`config.mk`:
```
export PLATFORM = sky130hd
export DESIGN_NAME = fft_2d_frame_loader_flat
export DESIGN_NICKNAME = d
export VERILOG_FILES = /design/src/rtl/fft_2d_frame_loader_if.sv /design/src/rtl/fft_2d_frame_loader.sv /design/src/flat_wrapper.sv
export SDC_FILE = /design/constraint.sdc
export NUM_CORES = 1
export LEC_CHECK = 0
export ABC_AREA = 0
export ABC_CLOCK_PERIOD_IN_PS = 3000
export BUFFER_PORTS_ARGS = -buffer_cell sky130_fd_sc_hd__buf_2
export CAP_MARGIN = 20
export CORE_AREA = 2 2 220 222
export DETAILED_ROUTE_END_ITERATION = 10
export DIE_AREA = 0 0 222 224
export PLACE_DENSITY = 0.76
export SETUP_SLACK_MARGIN = 0.1
export SLEW_MARGIN = 40
export SYNTH_ARGS = -nofsm -noshare
export SYNTH_HDL_FRONTEND = slang
export SYNTH_SLANG_ARGS = --single-unit
```
`constraint.sdc`:
```
create_clock -name clk -period 3 [get_ports clk]
set_clock_uncertainty 0.2 [all_clocks]
set_input_delay 0.3 -clock clk [delete_from_list [all_inputs] [get_ports clk]]
set_output_delay 0.3 -clock clk [all_outputs]
set_load 0.02 [all_outputs]
```
`src/rtl/fft_2d_frame_loader_if.sv`:
```
// rtl/fft_2d_frame_loader_if.sv - sample stream in, whole-frame handoff out, for the 2-D FFT frame loader
interface fft_2d_frame_loader_if #(
    parameter int DW = 16
) ();
    logic signed [DW-1:0]    in_r;
    logic signed [DW-1:0]    in_i;
    logic                    in_sof;
    logic                    in_valid;
    logic                    in_ready;
    logic        [16*DW-1:0] frame_r;
    logic        [16*DW-1:0] frame_i;
    logic                    frame_valid;
    logic                    frame_ready;
    logic                    err_sync;
    logic        [7:0]       frame_cnt;

    modport master (
        output in_r, in_i, in_sof, in_valid, frame_ready,
        input  in_ready, frame_r, frame_i, frame_valid, err_sync, frame_cnt
    );

    modport slave (
        input  in_r, in_i, in_sof, in_valid, frame_ready,
        output in_ready, frame_r, frame_i, frame_valid, err_sync, frame_cnt
    );
endinterface

```
`src/rtl/fft_2d_frame_loader.sv`:
```
// rtl/fft_2d_frame_loader.sv - gathers 16 serial complex samples row-major into a 4x4 frame for the 2-D FFT
module fft_2d_frame_loader #(
    parameter int DW = 16,
    parameter int N  = 4
) (
    input  logic                  clk,
    input  logic                  rst_n,
    fft_2d_frame_loader_if.slave  bus
);
    localparam int NS = N * N;
    localparam int IW = $clog2(NS);

    typedef enum logic {FILL, HOLD} state_t;

    state_t              state_q, state_d;
    logic [IW-1:0]       idx_q, idx_d;
    logic [NS*DW-1:0]    fr_q, fr_d;
    logic [NS*DW-1:0]    fi_q, fi_d;
    logic                err_q, err_d;
    logic [7:0]          cnt_q, cnt_d;
    logic                accept;

    assign accept = bus.in_valid && (state_q == FILL);

    always_ff @(posedge clk) begin
        if (!rst_n) begin
            state_q <= FILL;
            idx_q   <= '0;
            fr_q    <= '0;
            fi_q    <= '0;
            err_q   <= 1'b0;
            cnt_q   <= '0;
        end else begin
            state_q <= state_d;
            idx_q   <= idx_d;
            fr_q    <= fr_d;
            fi_q    <= fi_d;
            err_q   <= err_d;
            cnt_q   <= cnt_d;
        end
    end

    always_comb begin
        state_d = state_q;
        idx_d   = idx_q;
        fr_d    = fr_q;
        fi_d    = fi_q;
        err_d   = 1'b0;
        cnt_d   = cnt_q;
        case (state_q)
            FILL: begin
                if (accept) begin
                    if (bus.in_sof) begin
                        // sof always restarts the frame; mid-frame it also flags lost sync
                        fr_d[DW-1:0] = bus.in_r;
                        fi_d[DW-1:0] = bus.in_i;
                        idx_d        = IW'(1);
                        err_d        = (idx_q != '0);
                    end else if (idx_q == '0) begin
                        err_d = 1'b1;
                    end else begin
                        fr_d[DW*idx_q +: DW] = bus.in_r;
                        fi_d[DW*idx_q +: DW] = bus.in_i;
                        if (idx_q == IW'(NS-1)) begin
                            state_d = HOLD;
                            idx_d   = '0;
                        end else begin
                            idx_d = idx_q + IW'(1);
                        end
                    end
                end
            end
            HOLD: begin
                if (bus.frame_ready) begin
                    state_d = FILL;
                    idx_d   = '0;
                    cnt_d   = cnt_q + 8'd1;
                end
            end
            default: state_d = FILL;
        endcase
    end

    assign bus.in_ready    = (state_q == FILL);
    assign bus.frame_valid = (state_q == HOLD);
    assign bus.frame_r     = fr_q;
    assign bus.frame_i     = fi_q;
    assign bus.err_sync    = err_q;
    assign bus.frame_cnt   = cnt_q;
endmodule

```
`src/flat_wrapper.sv`:
```
// flat-port wrapper written by rule: the top's interface ports become plain ports
module fft_2d_frame_loader_flat 
#(
    parameter int DW = 16,
    parameter int N  = 4
)
  (clk, rst_n, bus_in_r, bus_in_i, bus_in_sof, bus_in_valid, bus_frame_ready, bus_in_ready, bus_frame_r, bus_frame_i, bus_frame_valid, bus_err_sync, bus_frame_cnt);
  fft_2d_frame_loader_if #(.DW(DW)) bus_i ();
  input  logic clk;
  input  logic rst_n;
  input wire logic [$bits(bus_i.in_r)-1:0] bus_in_r;
  input wire logic [$bits(bus_i.in_i)-1:0] bus_in_i;
  input wire logic [$bits(bus_i.in_sof)-1:0] bus_in_sof;
  input wire logic [$bits(bus_i.in_valid)-1:0] bus_in_valid;
  input wire logic [$bits(bus_i.frame_ready)-1:0] bus_frame_ready;
  output wire logic [$bits(bus_i.in_ready)-1:0] bus_in_ready;
  output wire logic [$bits(bus_i.frame_r)-1:0] bus_frame_r;
  output wire logic [$bits(bus_i.frame_i)-1:0] bus_frame_i;
  output wire logic [$bits(bus_i.frame_valid)-1:0] bus_frame_valid;
  output wire logic [$bits(bus_i.err_sync)-1:0] bus_err_sync;
  output wire logic [$bits(bus_i.frame_cnt)-1:0] bus_frame_cnt;
  assign bus_i.in_r = bus_in_r;
  assign bus_i.in_i = bus_in_i;
  assign bus_i.in_sof = bus_in_sof;
  assign bus_i.in_valid = bus_in_valid;
  assign bus_i.frame_ready = bus_frame_ready;
  assign bus_in_ready = bus_i.in_ready;
  assign bus_frame_r = bus_i.frame_r;
  assign bus_frame_i = bus_i.frame_i;
  assign bus_frame_valid = bus_i.frame_valid;
  assign bus_err_sync = bus_i.err_sync;
  assign bus_frame_cnt = bus_i.frame_cnt;
  fft_2d_frame_loader #(.DW(DW), .N(N)) u_core (.clk(clk), .rst_n(rst_n), .bus(bus_i));
endmodule
```
Word level (Yosys, flattened, before mapping)
Cells that the tools add are included.
{ "classes": {"add_sub_neg": 3, "n_eq_ne": 5, "n_shift": 3, "n_mux": 20, "bitwise_logic": 5, "n_reduce_logical": 8} }
{ "op_table": {"columns": ["cell", "count"], "rows": [
  ["bitwise mux 256 bit", 2],
  ["variable part select 16 x 34 -> 256 bit", 2],
  ["variable shift 16 x 34 -> 256 bit (first input constant)", 1],
  ["2-to-1 mux 16 bit", 4],
  ["negator 8 -> 34 bit", 1],
  ["2-to-1 mux 4 bit", 5],
  ["adder 8 x 1 -> 8 bit (second input constant)", 1],
  ["case mux 4 bit (2 select lines)", 1],
  ["2-to-1 mux 1 bit", 7],
  ["AND reduction 3 bit", 2],
  ["NOT 1 bit", 5],
  ["adder 4 x 1 -> 4 bit (second input constant)", 1],
  ["== test 4 bit (second input constant)", 1],
  ["logical NOT 4 bit", 1],
  ["inequality test 2 bit (second input constant)", 2],
  ["AND reduction 4 bit", 1],
  ["nonzero test 4 bit", 1],
  ["inequality test 3 bit (second input constant)", 1],
  ["OR reduction 3 bit", 1],
  ["inequality test 2 x 1 -> 1 bit (second input constant)", 1],
  ["case mux 1 bit (2 select lines)", 1],
  ["AND reduction 2 bit", 1],
  ["logical AND 1 bit", 1]
]} }
{ "totals": {"reg_bits": 526, "input_bits": 37, "output_inout_bits": 523, "word_cells": 52} }

Longest topological paths before layout
{ "logic_depth": {"word_depth": 6, "depth_mapped": 15, "depth_no_buf": 10} }

Worst setup path after synthesis
OpenSTA, ideal clock, no wires.
{ "synth_timing": {"path_type": "register to register", "start": "register u_core.idx_q[0]", "end": "register u_core.fi_q[63] (netlist: u_core.bus.frame_i[63])", "setup_time_ns": 0.084, "arrival_time_ns": 2.751, "required_ns": 2.716, "slack_ns": -0.035, "stages_incl_launch_ff": 14, "n_path_buf": 4, "period_less_slack_ns": 3.035, "cell_sequence": "dfxtp_1 > buf_6 > clkbuf_1 > inv_1 > ha_1 > inv_1 > nor2_2 > inv_2 > ha_1 > nand4b_1 > or4_1 > buf_2 > buf_2 > o31ai_2"} }
{ "synth_between": {"elab_chain_cells": 3, "word_cells_on_any_way": 7, "cone_classes": "1 x add/sub; 2 x shift; 1 x mux; 1 x bitwise; 2 x reduce/logical"} }
{ "synth_lines": {"columns": ["item", "line", "source"], "rows": [
  ["start: declaration", "fft_2d_frame_loader.sv:16", "logic [IW-1:0] idx_q, idx_d;"],
  ["start signal: assignment", "fft_2d_frame_loader.sv:35", "idx_q <= idx_d;"],
  ["negator 8 -> 34 bit or logical NOT 4 bit (tied branches)", "fft_2d_frame_loader.sv:63, fft_2d_frame_loader.sv:59", null],
  ["variable part select 16 x 34 -> 256 bit (tied with other cells)", "fft_2d_frame_loader.sv:63", "fi_d[DW*idx_q +: DW] = bus.in_i;"],
  ["bitwise mux 256 bit or AND reduction 4 bit (tied branches)", null, null],
  ["end signal: assignment", "fft_2d_frame_loader.sv:37", "fi_q <= fi_d;"],
  ["end: declaration", "fft_2d_frame_loader.sv:18", "logic [NS*DW-1:0] fi_q, fi_d;"]
]} }
Parallel ways exist; a longest one is shown, timed or not.
A chain may end at the register's enable or synchronous reset.

Worst setup path after layout
{ "layout_timing": {"start": "register u_core.idx_q[0]", "end": "register u_core.fr_q[139] (netlist: u_core.bus.frame_r[139])"} }
{ "layout_between": {"elab_chain_cells": 3, "word_cells_on_any_way": 7, "cone_classes": "1 x add/sub; 2 x shift; 1 x mux; 1 x bitwise; 2 x reduce/logical"} }
{ "layout_lines": {"columns": ["item", "line", "source"], "rows": [
  ["negator 8 -> 34 bit or logical NOT 4 bit (tied branches)", "fft_2d_frame_loader.sv:62, fft_2d_frame_loader.sv:59", null],
  ["variable part select 16 x 34 -> 256 bit (tied with other cells)", "fft_2d_frame_loader.sv:62", "fr_d[DW*idx_q +: DW] = bus.in_r;"],
  ["bitwise mux 256 bit or AND reduction 4 bit (tied branches)", null, null],
  ["end signal: assignment", "fft_2d_frame_loader.sv:36", "fr_q <= fr_d;"],
  ["end: declaration", "fft_2d_frame_loader.sv:17", "logic [NS*DW-1:0] fr_q, fr_d;"]
]} }
Parallel ways exist; a longest one is shown, timed or not.

==> flow_metrics.env <==
export IMPL_cts_root_buf="clkbuf_16"
export IMPL_cp_max_fo=32
export IMPL_port_buffers=559
export IMPL_grtUsageTotal_pct=31.1
export IMPL_multiInputGateArea_um2=9660
export IMPL_die_area_um2=49700
export IMPL_cpLargestDelayFamily="simple AND/OR/NAND/NOR gates"
export IMPL_synthesis_nets=2482
export IMPL_dr_pass1_iters=8
export IMPL_powerDensity_nw_per_um2=539
export IMPL_critical_path_max_stage_delay_ps=470
export IMPL_power_switching_share_pct=24.0
export IMPL_floorplan_initialDensity_pct=44.7
export IMPL_grt_antenna_before_repair=4
export IMPL_core_area_um2=47300
export IMPL_start_kind="register"
export IMPL_crit_top_cell="inv_1"
export IMPL_cts_num_sinks=526
export IMPL_yosysSeqAreaShare_pct=49.8
export IMPL_arrival_ps=3070
export IMPL_gp_congestion=0.956
export IMPL_regArea_um2=10500
export IMPL_yosys_warnings=0
export IMPL_ys_ff_latch=526
export IMPL_fillers=4169
export IMPL_rsz0062_at_grt="yes"
export IMPL_comb_power_share_pct=6.1
export IMPL_wirelength_mm=81.7
export IMPL_hp_start="bus_in_i[11]"
export IMPL_placed_cells_incl_taps=3461
export IMPL_p_leak_nw=12.0
export IMPL_synthArstFlopShare_pct=0
export IMPL_tightest_slew_ps=764
export IMPL_ant_nets=0
export IMPL_die_x_um=222
export IMPL_crit_type="register to register"
export IMPL_fin_area_um2=26900
export IMPL_cts_buffer_depth=3
export IMPL_finalWorstSetupSlack_ps=198
export IMPL_layout_commonest_cell="buf_2"
export IMPL_tritoncts="built"
export IMPL_tns_ps=0
export IMPL_via_count=21000
export IMPL_synthCells=2439
export IMPL_stdcell_count=3589
export IMPL_grt_overflow=0
export IMPL_place_area_um2=24800
export IMPL_holdWs_ps=58.4
export IMPL_worstSetupEndpointType="register"
export IMPL_final_net_count=2978
export IMPL_grt_pass1_vias=19600
export IMPL_clk_latency_ps=590
export IMPL_cts_clk_slew_worst_paths_ps=70
export IMPL_synth_edf_count=0
export IMPL_cp_slowest_cell="or3_2"
export IMPL_syn2layout_area_growth_pct=27.0
export IMPL_synth_distinct_cells=63
export IMPL_place_ws_ps=159
export IMPL_p_int_mw=11.0
export IMPL_drive_gt1_share_pct=27.0
export IMPL_drt_wirelength_per_cell_um=22.8
export IMPL_crit_start="u_core.idx_q[0]"
export IMPL_cts_max_level=2
export IMPL_grt_max_degree=177
export IMPL_period_share_pct=93.4
export IMPL_hold_viol=0
export IMPL_peakVddDrop_mv=0.444
export IMPL_crit_required_ps=3270
export IMPL_slew_headroom_pct=49.1
export IMPL_dp_hpwl_mm=55.3
export IMPL_drc_errors=0
export IMPL_die_h_um=224
export IMPL_grt_pass1_wl_mm=120
export IMPL_ioPinCount=560
export IMPL_p_seq_share_pct=48.5
export IMPL_drv_cap=0
export IMPL_max_freq_mhz=357
export IMPL_critPathBufInv=5
export IMPL_min_path_type="input pin to register"
export IMPL_drt_iter0_markers=2382
export IMPL_period_needed_ps=2800
export IMPL_via_per_inst=5.85
export IMPL_utilization_pct=56.7
export IMPL_synth_area_um2=21100
export IMPL_total_power_mw=14.5
export IMPL_clkPwrFrac_pct=45.3
export IMPL_synthFlopType="dfxtp_1"
export IMPL_switchingPower_mw=3.47
export IMPL_rows=80
export IMPL_setup_viol=0
export IMPL_path_cells="inv_1 -> ha_2 -> inv_1 -> nor2_2 -> inv_2 -> ha_1 -> nand4b_1 -> buf_4 -> or3_2 -> buf_8 -> mux2i_1"
export IMPL_mostFrequentLayoutCells="buf_2 (558), nand2_1 (534), dfxtp_1 (525)"
export IMPL_status="finished, final reports clean"
export IMPL_reg2reg_from="u_core.idx_q[0]"
export IMPL_finalMaxSlewViolations=0
export IMPL_syn_avg_cell_area_um2=8.67
export IMPL_cts_made_buffers=52
power by group through the flow:
stage                     clock (mW)  combinational [mW]  sequential [mW]
after global placement             0               0.822             7.18
after CTS                       6.58               0.869             7.03
after global routing            6.85               0.930             7.03
final                           6.57               0.890             7.03
after detailed placement           0               0.831             7.18
after floorplan                    0               0.456             7.21
registers in the layout (all words and copies together), names as in the netlist:
register and count:
u_core.bus.err_sync 1, u_core.bus.frame_cnt 8, u_core.bus.frame_i 256, u_core.bus.frame_r 256, u_core.bus.frame_valid 1, u_core.idx_q 4
metal layers:
layer / up-vias / track usage (%) / part of all wire, %
met5: - / 0 / 0
met2: 1293 / 49.7 / 46
met1: 9990 / 38.3 / 38
met3: 275 / 8.21 / 10
li1: 9439 / - / -
met4: 0 / 16.8 / 5.6
logic make-up (layout without fill, tap and decap cells):
family | after synthesis | count (layout) | synth area share [%]
other | 0 | 2 | 0
DFF | 526 | 526 | 49.8
AOI/OAI and AO/OA | 440 | 440 | 13.2
buffers and inverters | 267 | 800 | 5.40
and+or+nand+nor | 1031 | 1031 | 23.2
xor gates and xnor gates | 8 | 8 | 0.402
adders and majority gates | 6 | 6 | 0.355
muxes | 161 | 161 | 7.62
worst register-to-register path: stages, from the launching register on:
cell and delay, ps:
dfxtp_2 350, inv_1 50, ha_2 200, inv_1 70, nor2_2 50, inv_2 90, ha_1 210, nand4b_1 290
buf_4 270, or3_2 470, buf_8 230, mux2i_1 190
synth_stat cells (all sizes together), types with 2 or more instances:
cell type    n  share of area [%]
inv         10               0.18
o211ai      32                1.2
or4          3               0.12
nand2      536                9.5
or3          2              0.059
dfxtp      526                 50
xnor2        5               0.24
o21ai      249                5.9
mux2i      161                7.6
and3b        3               0.12
nand3      241                5.7
nor4         2              0.089
nand4      124                3.7
or2          3              0.089
buf         78                2.0
o31ai       30                1.2
nand3b       2              0.071
xor2         3               0.16
nor2        16               0.31
nor2b        5               0.15
nor3b       34                1.2
clkbuf     179                3.2
a21boi      86                3.1
o2111a       3               0.16
ha           6               0.35
o21a         2              0.071
nand2b       3              0.089
and2        25               0.74
a22o        32                1.3
nor3        20               0.80
and3         6               0.18
repair_timing:
item / 4_1_cts / 5_1_grt
gates resized for setup: 1 / 9
buffers inserted: 0 / 1
hold buffers: 34 / 0
pin swaps: 0 / 1
setup endpoints to repair: 1 / 98
endpoints found under the hold margin: 123 / 0
worst paths after layout:
kind | cells past startpoint | end | slack [ps]
worst max-delay path | 11 | u_core.bus.frame_r[139] | 200
worst min-delay path | 4 | u_core.bus.frame_i[27] | 60
worst max register to register | 11 | u_core.bus.frame_r[139] | 200
worst min register to register | 2 | u_core.bus.frame_i[31] | 250
layout make-up:
| type | instances | share of cell area (%) |
|---|---|---|
| diodes | 2 | 0.0186 |
| clock buffers | 81 | 6.04 |
| clock inverters | 10 | 0.312 |
| inverters | 10 | 0.140 |
| multi-input cells | 1646 | 36.0 |
| flip-flops and latches | 526 | 39.2 |
| well taps | 615 | 2.87 |
| repair buffers | 699 | 15.4 |
Note: power is estimated with default switching activity, not from simulation.
